### src/rtl/find_corners_scan.sv
// Scans one row and one column of a frame buffer through the center point and
// reports the extent of the "on" run that contains the center on each axis.

module find_corners_run_track #(
    parameter int IW      = 8,
    parameter int GAP_TOL = 0
) (
    input  logic          clk_in,
    input  logic          rst_in,
    input  logic          clr,
    input  logic          en,
    input  logic          pix_on,
    input  logic [IW-1:0] idx,
    input  logic [IW-1:0] center,
    output logic [IW-1:0] lo_nxt,
    output logic [IW-1:0] hi_nxt,
    output logic          found_nxt
);
    localparam int OW = $clog2(GAP_TOL + 2);

    logic          run_q, run_d, in_c_q, in_c_d, found_q;
    logic [OW-1:0] off_q, off_d;
    logic [IW-1:0] start_q, start_d, lo_q, hi_q;

    // Next values are exposed so the final pixel can land in the same edge
    // that publishes results.
    always_comb begin
        run_d     = run_q;
        in_c_d    = in_c_q;
        off_d     = off_q;
        start_d   = start_q;
        lo_nxt    = lo_q;
        hi_nxt    = hi_q;
        found_nxt = found_q;
        if (en) begin
            if (pix_on) begin
                off_d = '0;
                if (!run_q) begin
                    start_d = idx;
                    run_d   = 1'b1;
                end
            end else begin
                if (off_q <= OW'(GAP_TOL)) off_d = off_q + OW'(1);
                if (off_d > OW'(GAP_TOL)) run_d = 1'b0;
            end
            if (idx == center) begin
                if (pix_on) begin
                    lo_nxt    = start_d;
                    hi_nxt    = center;
                    found_nxt = 1'b1;
                    in_c_d    = 1'b1;
                end else begin
                    lo_nxt    = center;
                    hi_nxt    = center;
                    found_nxt = 1'b0;
                    in_c_d    = 1'b0;
                end
            end else if (in_c_q) begin
                if (pix_on) hi_nxt = idx;
                else if (!run_d) in_c_d = 1'b0;
            end
        end
    end

    always_ff @(posedge clk_in) begin
        if (rst_in || clr) begin
            run_q   <= 1'b0;
            in_c_q  <= 1'b0;
            off_q   <= '0;
            start_q <= '0;
            lo_q    <= '0;
            hi_q    <= '0;
            found_q <= 1'b0;
        end else begin
            run_q   <= run_d;
            in_c_q  <= in_c_d;
            off_q   <= off_d;
            start_q <= start_d;
            lo_q    <= lo_nxt;
            hi_q    <= hi_nxt;
            found_q <= found_nxt;
        end
    end
endmodule

module find_corners_scan #(
    parameter int WIDTH        = 240,
    parameter int HEIGHT       = 320,
    parameter int READ_LATENCY = 2,
    parameter int GAP_TOL      = 0,
    localparam int XW = $clog2(WIDTH),
    localparam int YW = $clog2(HEIGHT),
    localparam int AW = $clog2(WIDTH * HEIGHT)
) (
    input  logic          clk_in,
    input  logic          rst_in,
    input  logic          find_corners_flag,
    input  logic [XW-1:0] x_center,
    input  logic [YW-1:0] y_center,
    input  logic [1:0]    chan_sel,
    input  logic [5:0]    threshold,
    input  logic [15:0]   pixel_data_in,
    output logic [AW-1:0] addr_out,
    output logic          busy_out,
    output logic          data_valid_out,
    output logic [XW-1:0] left_edge,
    output logic [XW-1:0] right_edge,
    output logic [YW-1:0] top_edge,
    output logic [YW-1:0] bot_edge,
    output logic          found_x,
    output logic          found_y
);
    localparam int IW = (XW > YW) ? XW : YW;
    localparam int CW = (IW > 3) ? IW : 3;
    localparam logic [AW-1:0] W_A = AW'(WIDTH);

    typedef enum logic [2:0] {IDLE, ROW, COL, DRAIN, DONE} state_t;
    typedef struct packed {
        logic          vld;
        logic          axis;
        logic [IW-1:0] idx;
    } tag_t;

    state_t        state, state_nxt;
    logic [CW-1:0] cnt;
    logic [XW-1:0] xc_q;
    logic [YW-1:0] yc_q;
    logic [1:0]    chan_q;
    logic [5:0]    thr_q;
    tag_t          tag_pipe [READ_LATENCY:0];
    tag_t          cur;
    logic          start_acc, in_range, pix_on, done_entry;
    logic [XW-1:0] row_lo, row_hi;
    logic [YW-1:0] col_lo, col_hi;
    logic          row_found, col_found;

    assign start_acc  = (state == IDLE) && find_corners_flag;
    assign in_range   = (int'(x_center) < WIDTH) && (int'(y_center) < HEIGHT);
    assign done_entry = (state != DONE) && (state_nxt == DONE);
    assign cur        = tag_pipe[READ_LATENCY];

    always_ff @(posedge clk_in) begin
        if (rst_in) state <= IDLE;
        else        state <= state_nxt;
    end

    always_comb begin
        state_nxt = state;
        unique case (state)
            IDLE:    if (find_corners_flag) state_nxt = in_range ? ROW : DONE;
            ROW:     if (cnt == CW'(WIDTH - 1)) state_nxt = COL;
            COL:     if (cnt == CW'(HEIGHT - 1)) state_nxt = DRAIN;
            DRAIN:   if (cnt == CW'(READ_LATENCY - 1)) state_nxt = DONE;
            DONE:    state_nxt = IDLE;
            default: state_nxt = IDLE;
        endcase
    end

    always_comb begin
        busy_out       = (state == ROW) || (state == COL) || (state == DRAIN);
        data_valid_out = (state == DONE);
    end

    // Address generation; every issued address enters the tag pipe so the
    // returning pixel is classified by its own axis/index, not the current state.
    always_ff @(posedge clk_in) begin
        if (rst_in) begin
            addr_out <= '0;
            cnt      <= '0;
            xc_q     <= '0;
            yc_q     <= '0;
            chan_q   <= '0;
            thr_q    <= '0;
            for (int k = 0; k <= READ_LATENCY; k++) tag_pipe[k] <= '0;
        end else begin
            tag_pipe[0].vld <= 1'b0;
            for (int k = 1; k <= READ_LATENCY; k++) tag_pipe[k] <= tag_pipe[k-1];
            unique case (state)
                IDLE: if (find_corners_flag) begin
                    xc_q   <= x_center;
                    yc_q   <= y_center;
                    chan_q <= chan_sel;
                    thr_q  <= threshold;
                    cnt    <= '0;
                    if (in_range) begin
                        addr_out    <= AW'(y_center) * W_A;
                        tag_pipe[0] <= '{vld: 1'b1, axis: 1'b0, idx: '0};
                    end
                end
                ROW: if (cnt == CW'(WIDTH - 1)) begin
                    cnt         <= '0;
                    addr_out    <= AW'(xc_q);
                    tag_pipe[0] <= '{vld: 1'b1, axis: 1'b1, idx: '0};
                end else begin
                    cnt         <= cnt + CW'(1);
                    addr_out    <= addr_out + AW'(1);
                    tag_pipe[0] <= '{vld: 1'b1, axis: 1'b0, idx: IW'(cnt + CW'(1))};
                end
                COL: if (cnt == CW'(HEIGHT - 1)) begin
                    cnt <= '0;
                end else begin
                    cnt         <= cnt + CW'(1);
                    addr_out    <= addr_out + W_A;
                    tag_pipe[0] <= '{vld: 1'b1, axis: 1'b1, idx: IW'(cnt + CW'(1))};
                end
                DRAIN:   cnt <= cnt + CW'(1);
                default: cnt <= '0;
            endcase
        end
    end

    always_comb begin
        pix_on = 1'b0;
        case (chan_q)
            2'd0:    pix_on = {1'b0, pixel_data_in[15:11]} >= thr_q;
            2'd1:    pix_on = pixel_data_in[10:5] >= thr_q;
            2'd2:    pix_on = {1'b0, pixel_data_in[4:0]} >= thr_q;
            default: pix_on = pixel_data_in != '0;
        endcase
    end

    find_corners_run_track #(.IW(XW), .GAP_TOL(GAP_TOL)) u_row (
        .clk_in    (clk_in),
        .rst_in    (rst_in),
        .clr       (start_acc),
        .en        (cur.vld & ~cur.axis),
        .pix_on    (pix_on),
        .idx       (XW'(cur.idx)),
        .center    (xc_q),
        .lo_nxt    (row_lo),
        .hi_nxt    (row_hi),
        .found_nxt (row_found)
    );

    find_corners_run_track #(.IW(YW), .GAP_TOL(GAP_TOL)) u_col (
        .clk_in    (clk_in),
        .rst_in    (rst_in),
        .clr       (start_acc),
        .en        (cur.vld & cur.axis),
        .pix_on    (pix_on),
        .idx       (YW'(cur.idx)),
        .center    (yc_q),
        .lo_nxt    (col_lo),
        .hi_nxt    (col_hi),
        .found_nxt (col_found)
    );

    // Entering DONE straight from IDLE means the center was out of frame.
    always_ff @(posedge clk_in) begin
        if (rst_in || (done_entry && state == IDLE)) begin
            left_edge  <= '0;
            right_edge <= '0;
            top_edge   <= '0;
            bot_edge   <= '0;
            found_x    <= 1'b0;
            found_y    <= 1'b0;
        end else if (done_entry) begin
            left_edge  <= row_lo;
            right_edge <= row_hi;
            top_edge   <= col_lo;
            bot_edge   <= col_hi;
            found_x    <= row_found;
            found_y    <= col_found;
        end
    end
endmodule

### config.mk
export PLATFORM = sky130hd
export DESIGN_NAME = find_corners_scan
export DESIGN_NICKNAME = d
export VERILOG_FILES = /design/src/rtl/find_corners_scan.sv
export SDC_FILE = /design/constraint.sdc
export NUM_CORES = 1
export LEC_CHECK = 0
export CAP_MARGIN = 0
export CORE_ASPECT_RATIO = 1.75
export CORE_MARGIN = 3
export CORE_UTILIZATION = 60
export DETAILED_ROUTE_END_ITERATION = 7
export PLACE_DENSITY = 0.84
export SLEW_MARGIN = 20
export SYNTH_ARGS = -nofsm -noshare
export SYNTH_HDL_FRONTEND = slang
export SYNTH_SLANG_ARGS = --single-unit
### constraint.sdc
create_clock -name clk_in -period 8.4 [get_ports clk_in]
set_input_delay 1.26 -clock clk_in [delete_from_list [all_inputs] [get_ports clk_in]]
set_output_delay 1.26 -clock clk_in [all_outputs]
set_load 0.005 [all_outputs]
**Yosys cells after proc, flatten, opt, wreduce, memory -nomap -nowiden**

Memories as Yosys holds them, arrays and structs flattened.
Cells that the tools add are included.

- Register bits after elaboration: 149
- Bits in writable memories: 33
- Input bits: 44
- Memories: 1

- Add/subtract/negate cells: 5
- $mul: 1
- $lt $le $gt $ge: 9
- Equal/unequal tests: 16
- Multiplexer cells: 92
- Bitwise logic cells: 14
- Reductions and logical operators: 14

Memory list:

| memory | depth | width | rd ports | clocked after Yosys merged registers in | write ports | line | text |
|---|---|---|---|---|---|---|---|
| tag_pipe | 3 | 11 | 3 | 0 | 3 | 130 | `tag_t tag_pipe [READ_LATENCY:0];` |

Operators by type and width:

| kind | count |
|---|---|
| 9-bit 2-to-1 mux | 12 |
| 8-bit 2-to-1 mux | 9 |
| 17-bit 2-to-1 mux | 4 |
| 1-bit 2-to-1 mux | 52 |
| 17-bit one-hot mux with 3 select lines | 1 |
| 10-bit 2-to-1 mux | 4 |
| 9-bit one-hot mux with 4 select lines | 1 |
| 11-bit 2-to-1 mux | 2 |
| 17-bit by 1-bit adder with 17-bit output, second input constant | 1 |
| 17-bit by 8-bit adder with 17-bit output, second input constant | 1 |
| 16-bit nonzero test | 1 |
| 3-bit 2-to-1 mux | 5 |
| 9-bit by 4-bit multiplier with 13-bit output, second input constant | 1 |
| 5-bit by 6-bit >= comparator with 1-bit output | 2 |
| 3-bit one-hot mux with 4 select lines | 1 |
| 1-bit bitwise OR | 11 |
| 9-bit by 1-bit adder with 9-bit output, second input constant | 1 |
| 9-bit by 1-bit == test with 1-bit output, second input constant | 1 |
| 9-bit by 8-bit == test with 1-bit output, second input constant | 1 |
| 9-bit == test | 1 |
| 9-bit == test, second input constant | 1 |
| 9-bit less-than comparator, second input constant | 1 |
| 8-bit == test | 1 |
| 8-bit less-than comparator, second input constant | 1 |
| 21 further kinds | 35 |

**Logic depth before layout (Yosys ltp)**

Gate-level depths: netlist (run 1).

- Word-level depth: 12
- Mapped depth: 11

**Modules after synthesis**

A second synthesis (run 1) with hierarchy kept.

- Cell total of the unflattened synthesis: 1158
- Area total of the unflattened synthesis: 9893.2 µm²

By module, submodules not included:

| module | times used | cells an instance | area each (µm²) |
|---|---|---|---|
| find_corners_scan | 1 | 778 | 6572.6 |
| find_corners_run_track (u_col) | 1 | 222 | 1909.3 |
| find_corners_run_track (u_row) | 1 | 158 | 1411.4 |

**Worst setup path before layout (run 1)**

Ideal clock, no wire load.

- Kind: input port to flip-flop
- Start point: input port y_center[3]
- End point: register addr_out[14]
- Setup time: 0.132 ns
- Arrival: 3.847 ns
- Slack: 4.422 ns
- Cell stages on the path: 11
- Path buffers: 0
- Cells stage by stage: inv_1 -> fa_1 -> fa_1 -> inv_1 -> ha_1 -> nor2b_1 -> o2111a_1 -> nor3_1 -> or3b_2 -> a32oi_1 -> nor3_1

- Longest elaborated chain between the ends: 4
- Elaborated cells between the ends (all ways): 8
- Those cells by class: mul: 1; order compare: 1; eq/ne: 1; mux: 3; reduce/logical: 2

RTL lines:

| element | line | text |
|---|---|---|
| from (decl) | 99 | `input logic [YW-1:0] y_center,` |
| 9-bit by 4-bit multiplier with 13-bit output or 9-bit less-than comparator (tied branches) | 186, 138 |  |
| 17-bit 2-to-1 mux or 1-bit logical AND (tied branches) | 185, 138 |  |
| 17-bit 2-to-1 mux or 2-bit != test (tied branches) | -- |  |
| 17-bit one-hot mux with 3 select lines or 4-bit AND reduction (tied branches) | -- |  |
| to (signal assigned) | 186 | `addr_out <= AW'(y_center) * W_A;` |
| to (signal assigned) | 192 | `addr_out <= AW'(xc_q);` |
| to (signal assigned) | 196 | `addr_out <= addr_out + AW'(1);` |
| to (decl) | 103 | `output logic [AW-1:0] addr_out,` |

Parallel ways exist; a longest one is shown, timed or not. The select of a mux whose other input is x is not followed.
A chain may end at the register's enable or synchronous reset.

**Worst setup path after layout (run 1)**

- Start point: input port y_center[2]
- End point: register addr_out[14]

Same word-level chain as after synthesis.

==> impl.org, run 1 <==
** Status
- Run status :: finished clean

** Clock network
- Total setup buffers inserted after CTS :: 0
- Clock-pin slew was measured on the worst setup and hold paths at 0.07 ns.
- The clock passes through at most 2 buffers.
- TritonCTS built the clock tree.
- Hold-fix buffer count after cts :: 0
- # resized after CTS :: 0
- H-tree depth reported by CTS :: 4
- Library cell used as clock root buffer :: clkbuf_16
- Clock latency at the later pin of the worst-skew pair :: around 0.43 ns
- Total number of clock tree sinks :: 180
- Number of buffers inserted during clock tree synthesis :: 17

** Timing
- Tightest Pin Transition :: between 1 and 1.5 ns
- Sum of negative setup slack :: 0 ns
- The smallest clock period supported by the final layout is computed as ~4.4 ns.
- The worst path uses approximately 52% of the clock period.
- Fmax :: 0.227 GHz
- Final setup violation count :: 0
- On the final layout, the worst clock skew is between 0.01 and 0.015 ns.
- The number of pins with negative max-slew slack in the final report is 0.
- Setup repair after global routing left no endpoint under its margin.
- The number of endpoints with negative hold slack in the final report is 0.
- Measured against its own limit, the worst slew margin works out to about a quarter.

** Pwr
- Power spread over the standard cell area amounts to 200 nW/um^2.
- In this run the static leakage power is 0.00404 uW.
- The worst-case IR drop observed on VDD is about 0.00015 V.
- Pwr Total :: 2250 uW

** Routing
- Using the TritonRoute via totals, the vias-per-cell ratio works out to ~6.2.
- In the routed design, unresolved DRC markers number 0.
- Detailed routing inserted a total of ~8700 vias.
- Post-route ant nets :: 0
- Dividing the detail-routed wire length by the instance count gives 18.1 um.
- The pre-antenna-repair detailed-routing pass consisted of 5 iterations.
- For this block, the routed nets add up to 25500 um of wire.
- Drt first-iter violations :: between 400 and 500

** Setup path
- Required time at the endpoint of the critical path :: just under 9 ns
- For flop-to-flop paths, the worst setup slack is roughly 5.6 ns.
- Arrival time of the worst setup path :: about 4.7 ns
- The worst setup path is launched from an input port.
- Kind of capture point of the worst setup path :: register
- In this run the critical register-to-register path is captured at u_row.hi_q[6]$_SDFF_PP0_.
- For the worst flop-to-flop path, the logic depth is 6.
- The critical path is of the input port to register type.
- Launch instance of the worst register-to-register path :: tag_pipe[2][2]$_SDFF_PP0_
- Of all nets on the critical path, the largest fanout is 4.

** Placement
- Cells after DPL :: 1372
- Weighted congestion reported at the end of routability-driven placement :: ~0.91
- Input and output buffers added on the ports amount to ~100.
- In this run the cell area measured after placement is ~11000 sq um.
- Summed over all nets, the half-perimeter wirelength after detailed placement is between 15000 and 20000 um.

** Logic synthesis
- Cell type contributing the most total cell area after synthesis :: dfxtp_1
- Instance count of the mapped netlist :: approximately 1200
- Most area-consuming cells after synthesis :: dfxtp_1, a21oi_1, nand2_1
- Summing every instance area after synthesis gives 9730 sq um.
- Of all flip-flops after synthesis, the portion carrying an async set or reset was 0%.
- Sequential cells were found to cover between 30% and 40% of the synthesized design area.
- Share of Yosys cell area claimed by the top area cell type :: between 30% and 40%
- Register bit total from synthesis :: 180
- Number of nets produced by synthesis :: 1253
- Number of synthesized flops with an enable pin :: 10
- During synthesis, Yosys emitted a total of 0 warnings.
- Count of distinct cell types in the synthesized netlist :: 73
- Most instantiated flip-flop cell in the synthesis netlist :: dfxtp_1
- Mapped Avg Cell Area :: 8.42 sq um

** Die
- Starting density of the core :: roughly three fifths
- From left edge to right edge, the die measures 102 um.
- Number of rows in the core area :: roughly 60
- Die Y-Extent :: about 170 um
- For this design the top-level I/O count stands at around 100.
- Total core area :: 15900 sq um
- The die covers around 18000 sq um.

** Cells and area
- In the final layout, the multi-input gates occupy roughly 5500 sq um.
- # nets final :: 1299
- Final cell count without fillers :: 1404
- In the final layout, the share of cells above drive strength 1 is roughly 7.2%.
- Once layout is complete, the utilization of the core stands at 70.9%.
- The number of antenna diodes in the final layout is 0.
- Final instance area :: about 11000 sq um
- Synthesis-to-layout area growth :: 15.6%
- Sequential cell area :: 3700 sq um
- Count of fill cells added during filler insertion :: 1249
- Most common cell after layout, fill and taps aside :: dfxtp_1
- In the layout the commonest cells are dfxtp_1, nand2_1, a21oi_1, clkdlybuf4s50_1, o21ai_0.

** Min path
- Type of the most critical hold path :: register to register
- Sink of the worst hold path :: tag_pipe[2][5]$_SDFF_PP0_
- The worst hold path begins at tag_pipe[1][5]$_SDFF_PP0_.
- Along the worst hold path, the cell count comes to 1.

** Global routing
- Total routing usage reported by global routing :: between 20% and 30%
- Maximum number of pins on one net before global-route repair :: 81
- Global-route wire length before repair :: 41300 um
- Remaining Overflow, GRT :: 0
- The number of antenna violations at the first check in global routing came to 0.
- The number of global-route vias before repair came to ~8500.

** Flow run
- Max-cap violations :: 0
per-stage QoR:
step / setup WS (ns) / hold slack [ns]
CTS: 4.00 / 0.440
finish: 4.00 / 0.435
detailed placement: 3.61 / 0.422
global placement: 3.65 / 0.415
global route: 3.86 / 0.459
floorplan: 4.42 / 0.414
power by group:
part           total, uW  leakage (uW)  switching (uW)  internal, uW
registers            960       0.00149            53.6           906
logic                512       0.00226             293           218
clock network        777      0.000288             374           403
total               2250       0.00404             721          1530
state kept, by name (all words and copies together) (netlist names), 2 cells and up:
signal	cells
tag_pipe	33
u_row.lo_q	8
u_row.hi_q	8
bot_edge	9
u_col.lo_q	9
u_row.start_q	8
cnt	9
yc_q	9
chan_q	2
u_col.start_q	9
top_edge	9
right_edge	8
left_edge	8
thr_q	6
addr_out	17
state	3
xc_q	8
u_col.hi_q	9
cell type report:
cell class	instances	area share, %
multi-input combinational	848	48.7
timing repair buffer	108	9.59
clock inverter	14	1.20
sequential	180	32.9
clock buffer	18	3.90
inverter	47	1.57
tap	189	2.10
worst max-delay path: stages:
cell and delay [ns]:
clkdlybuf4s50_1 0.61, inv_1 0.14, fa_1 0.50, fa_1 0.52, inv_1 0.05, ha_1 0.34, nor2b_1 0.20, o2111a_1 0.24
nor3_1 0.09, or3b_2 0.46, a32oi_1 0.20, nor3_1 0.07
layer usage:
| metal | track usage, % | vias up | routed length, um |
|---|---|---|---|
| li1 | - | 4202 | - |
| met1 | 32.3 | 4108 | 9450 |
| met2 | 50.9 | 328 | 13400 |
| met3 | 4.26 | 87 | 1340 |
| met4 | 16.1 | 0 | 1290 |
| met5 | 0 | - | 0 |
cell families after synthesis:
| group | Yosys count | share of synthesized area [%] |
|---|---|---|
| AO/OA/AOI/OAI | 351 | 22.1 |
| buffers and inverters | 128 | 5.97 |
| AND/OR/NAND/NOR | 370 | 18.5 |
| flip-flops | 180 | 38.1 |
| multiplexers | 39 | 4.24 |
| XOR/XNOR | 35 | 3.15 |
| adder cells (fa/ha/maj) | 53 | 7.97 |
cells in the mapped netlist (all sizes together) (11+ instances only):
cell,number
mux2i,21
xor2,15
ha,38
inv,47
a211oi,17
nand3,44
nor3,27
nand2,144
nor2,57
nor2b,26
nand2b,11
a31oi,35
o21ai,98
xnor2,20
buf,48
fa,15
mux2,18
dfxtp,170
a21oi,133
clkbuf,33
and2,11
worst max-delay path by stage:
stage	from	to	cells past startpoint	slack [ns]
5_1_grt	y_center[2]	addr_out[14]$_SDFFE_PP0P_	12	3.86
6_report	y_center[2]	addr_out[14]$_SDFFE_PP0P_	12	4.00
2_1_floorplan	y_center[3]	addr_out[14]$_SDFFE_PP0P_	11	4.42
3_5_place_dp	y_center[2]	addr_out[14]$_SDFFE_PP0P_	12	3.61
3_3_place_gp	y_center[2]	addr_out[14]$_SDFFE_PP0P_	12	3.65
4_1_cts	y_center[2]	addr_out[14]$_SDFFE_PP0P_	12	4.00
Note: power is estimated with default switching activity, not from simulation.
==> run 2, diff against run 1 <==
--- a/config.mk
+++ b/config.mk
@@ -8,9 +8,9 @@
 export CAP_MARGIN = 0
 export CORE_ASPECT_RATIO = 1.75
 export CORE_MARGIN = 3
-export CORE_UTILIZATION = 60
+export CORE_UTILIZATION = 58
 export DETAILED_ROUTE_END_ITERATION = 7
-export PLACE_DENSITY = 0.84
+export PLACE_DENSITY = 0.81
 export SLEW_MARGIN = 20
 export SYNTH_ARGS = -nofsm -noshare
 export SYNTH_HDL_FRONTEND = slang
==> constraint.sdc (replaced) <==
create_clock -name clk_in -period 4.22 [get_ports clk_in]
set_input_delay 0.633 -clock clk_in [delete_from_list [all_inputs] [get_ports clk_in]]
set_output_delay 0.633 -clock clk_in [all_outputs]
set_load 0.005 [all_outputs]
==> run 2 against run 1 <==
  * Hold slack improved by 0.0046 ns
  * Non-clock buffer count increased by 5
  * Via count fell by 0.52%
  * Sequential power grew 99%
  * First-iteration DRC count is 10% lower
  * Core utilization decreased by 2.0 points
  * Cell area increased by 0.66%
  * Global-route usage decreased by 2.2 points
  * Clock power grew 110%
  * Register-to-register slack worse by 4.1 ns
  * Critical path type unchanged
==> impl.org, run 2 (synthesized netlist as in run 1, its figures left out) <==
** Pwr
- Switching power summed over all nets :: approximately 1400 uW
- Reg power frac :: a little over two fifths
- Combinational cell fraction of total power :: about 22%
- In this run the static leakage power is a little over 0.004 uW.
- The internal portion of the total power is between 3000 and 4000 uW.
- IR analysis of the VDD net gives a maximum drop of 0.000276 V.
- Clock power frac :: a little over a third
- Power spread over the standard cell area amounts to 400 nW/um^2.
- Of the total power, the share spent switching nets is 30.8%.

** Timing
- Setup repair after global routing left no endpoint under its margin.
- Headroom to the max-slew limit came out at a little over a quarter.
- Fin. max-slew vios :: 0
- Fmax :: 0.266 GHz
- Final hold slack :: 0.440 ns
- Setup slack on the critical path of the routed design comes to approximately 0.46 ns.
- Setup violations remaining at the end of the flow were counted as 0.
- Shortest clock period the worst path allows after layout :: 3.76 ns
- Tightest Pin Transition :: 1.10 ns
- The clock arrives with approximately 0.011 ns of skew.
- Share of the clock period used by the worst path :: between 80% and 90%
- The number of endpoints with negative hold slack in the final report came to 0.
- Sum of negative setup slack :: 0 ns

** Placement
- Prior to clock tree synthesis, the placed netlist has a worst setup slack of roughly 0.012 ns.
- Quantity of I/O buffers inserted on ports :: between 90 and 100
- Weighted congestion reported at the end of routability-driven placement :: 0.937
- Final HPWL from detailed placement :: roughly 18000 um
- Placement Cell Area :: 10700 sq um

** Cells and area
- Most common cell after layout, fill and taps aside :: dfxtp_1
- Most frequent cells in the layout :: dfxtp_1, nand2_1, a21oi_1, clkdlybuf4s50_1, o21ai_0
- The layout has between 1000 and 1500 filler cells.
- Fraction of layout cells with a size suffix above 1 :: between 7 and 8%
- Number of flip-flops under the largest register name :: 33
- Summing all multi-input logic gate instances after layout gives around 5500 sq um.
- Final instance area :: ~11000 sq um
- Utilization after layout :: 68.9%
- More flip-flops sit in one register than any other, and that register is tag_pipe.
- The final layout contains 1304 nets.
- Synthesis-to-layout area growth :: 16.4%
- The largest registers in the layout are tag_pipe (33), addr_out (17).
- Registers take 3700 sq um.
- Antenna diode count :: 0

** Routing
- Detailed-route DRC error count :: 0
- In the final routed layout, each cell accounts on average for between 15 and 20 um.
- Total wire length :: around 25000 um
- Average vias per placed instance :: ~6
- Post-route ant nets :: 0
- Before antenna repair, the detailed router went through 5 iterations.
- Drt first-iter violations :: 420
- The final route contains 8680 vias.

** Clock network
- Total number of clock tree sinks :: 180
- The H-tree was split into 4 levels.
- The later pin in the worst-skew pair is clocked with a latency of approximately 0.43 ns.
- TritonCTS clock tree :: built
- Number of buffers inserted during clock tree synthesis :: 17
- The root buffer cell chosen for the clock tree is clkbuf_16.
- Total setup buffers inserted after CTS :: 0
- # resized after CTS :: 0
- Hold-fix buffer count after cts :: 0
- In this run the deepest clock path goes through 2 buffers.
- After clock tree synthesis, the clock-pin slew on the worst setup and hold paths is around 0.08 ns.

** Global routing
- Via count of the first global-routing pass :: 8414
- Antenna violations before repair :: 0
- Met3 usage in global routing :: around 3.3%
- Summed over all layers, the global routing overflow is 0.
- Global Route met1 Usage :: 30.5%
- Total routing usage reported by global routing :: 26.7%
- For this run, global-route usage on met2 was measured as between 40% and 50%.
- Routing layer with the top usage in global route :: met2
- Entering global routing, the biggest net connects between 50 and 60 pins.
- Global-route wire length before repair :: roughly 41000 um

** Min path
- Type of the most critical hold path :: register to register

** Setup path
- In this run the worst setup path begins at y_center[2].
- Setup slack on the worst reg-to-reg path comes out at ~1.5 ns.
- The worst setup path is launched from an input port.
- Of all nets on the critical path, the largest fanout is 4.
- The worst setup path is of the input port to register kind.
- Kind of capture point of the worst setup path :: register
- Critical path endpoint :: addr_out[14]$_SDFFE_PP0P_
- Arrival time of the worst setup path :: 4.05 ns
- The worst register-to-register path ends at addr_out[13]$_SDFFE_PP0P_.
- The startpoint identified for the worst register-to-register timing path is state[0]$_SDFF_PP0_.
- Cell depth of the worst flop-to-flop path :: 6
- Required time at the endpoint of the critical path :: 4.52 ns

** Die
- Die area :: 18400 sq um
- Total core area :: around 16000 sq um
- Number of rows in the core area :: between 60 and 70
- Measured along the x axis, the die boundary spans roughly 100 um.
- Count of boundary I/O pins :: between 90 and 100
- Starting density of the core :: slightly below 60%
- Die Y-Extent :: between 150 and 200 um

** Status
- Run status :: finished clean

** Flow run
- The tool flagged a number of max-cap violations equal to 0.
-- run 2: per-stage QoR --
| step | std cells | total power, uW |
|---|---|---|
| after detailed placement | 1412 | 2930 |
| final | 1444 | 4530 |
| after global placement | 1412 | 2910 |
| after CTS | 1444 | 4540 |
| after floorplan | 1156 | 2610 |
| after global routing | 1444 | 4740 |
-- run 2: final cells by class --
cell class,instances,area share [%]
clock inverter,13,1.44
multi-input combinational,848,48.4
tap,224,2.47
clock buffer,19,3.82
timing repair buffer,113,9.61
inverter,47,1.56
sequential,180,32.7
-- run 2: how the worst min path moves through the flow --
stage	cells after the start	to	slack, ns	start
after global placement	1	tag_pipe[2][3]$_SDFF_PP0_	0.42	tag_pipe[1][3]$_SDFF_PP0_
after CTS	1	tag_pipe[2][10]$_SDFF_PP0_	0.44	tag_pipe[1][10]$_SDFF_PP0_
after floorplan	1	tag_pipe[1][10]$_SDFF_PP0_	0.41	tag_pipe[0][10]$_SDFF_PP1_
after detailed placement	1	tag_pipe[2][10]$_SDFF_PP0_	0.42	tag_pipe[1][10]$_SDFF_PP0_
after global routing	1	tag_pipe[1][10]$_SDFF_PP0_	0.45	tag_pipe[0][10]$_SDFF_PP1_
final	1	tag_pipe[2][10]$_SDFF_PP0_	0.44	tag_pipe[1][10]$_SDFF_PP0_
-- run 2: power groups by stage --
stage | Combinational, uW | Clock (uW) | Sequential (uW)
after floorplan | 705 | 0 | 1900
after global placement | 972 | 0 | 1940
after detailed placement | 992 | 0 | 1940
after CTS | 1000 | 1630 | 1910
after global routing | 1110 | 1700 | 1920
final | 1000 | 1620 | 1910
-- run 2: routing by layer --
| metal | routed length, um | up-vias |
|---|---|---|
| li1 | - | 4229 |
| met1 | 9530 | 4072 |
| met2 | 12800 | 307 |
| met3 | 1250 | 72 |
| met4 | 989 | 0 |
| met5 | 0 | - |
-- run 2: critical path: stages --
cell	delay (ns)
clkdlybuf4s50_1	0.60
inv_1	0.13
fa_1	0.51
fa_1	0.52
inv_1	0.04
ha_1	0.33
nor2b_1	0.20
o2111a_1	0.25
nor3_1	0.10
or3b_2	0.46
a32oi_1	0.21
nor3_1	0.07
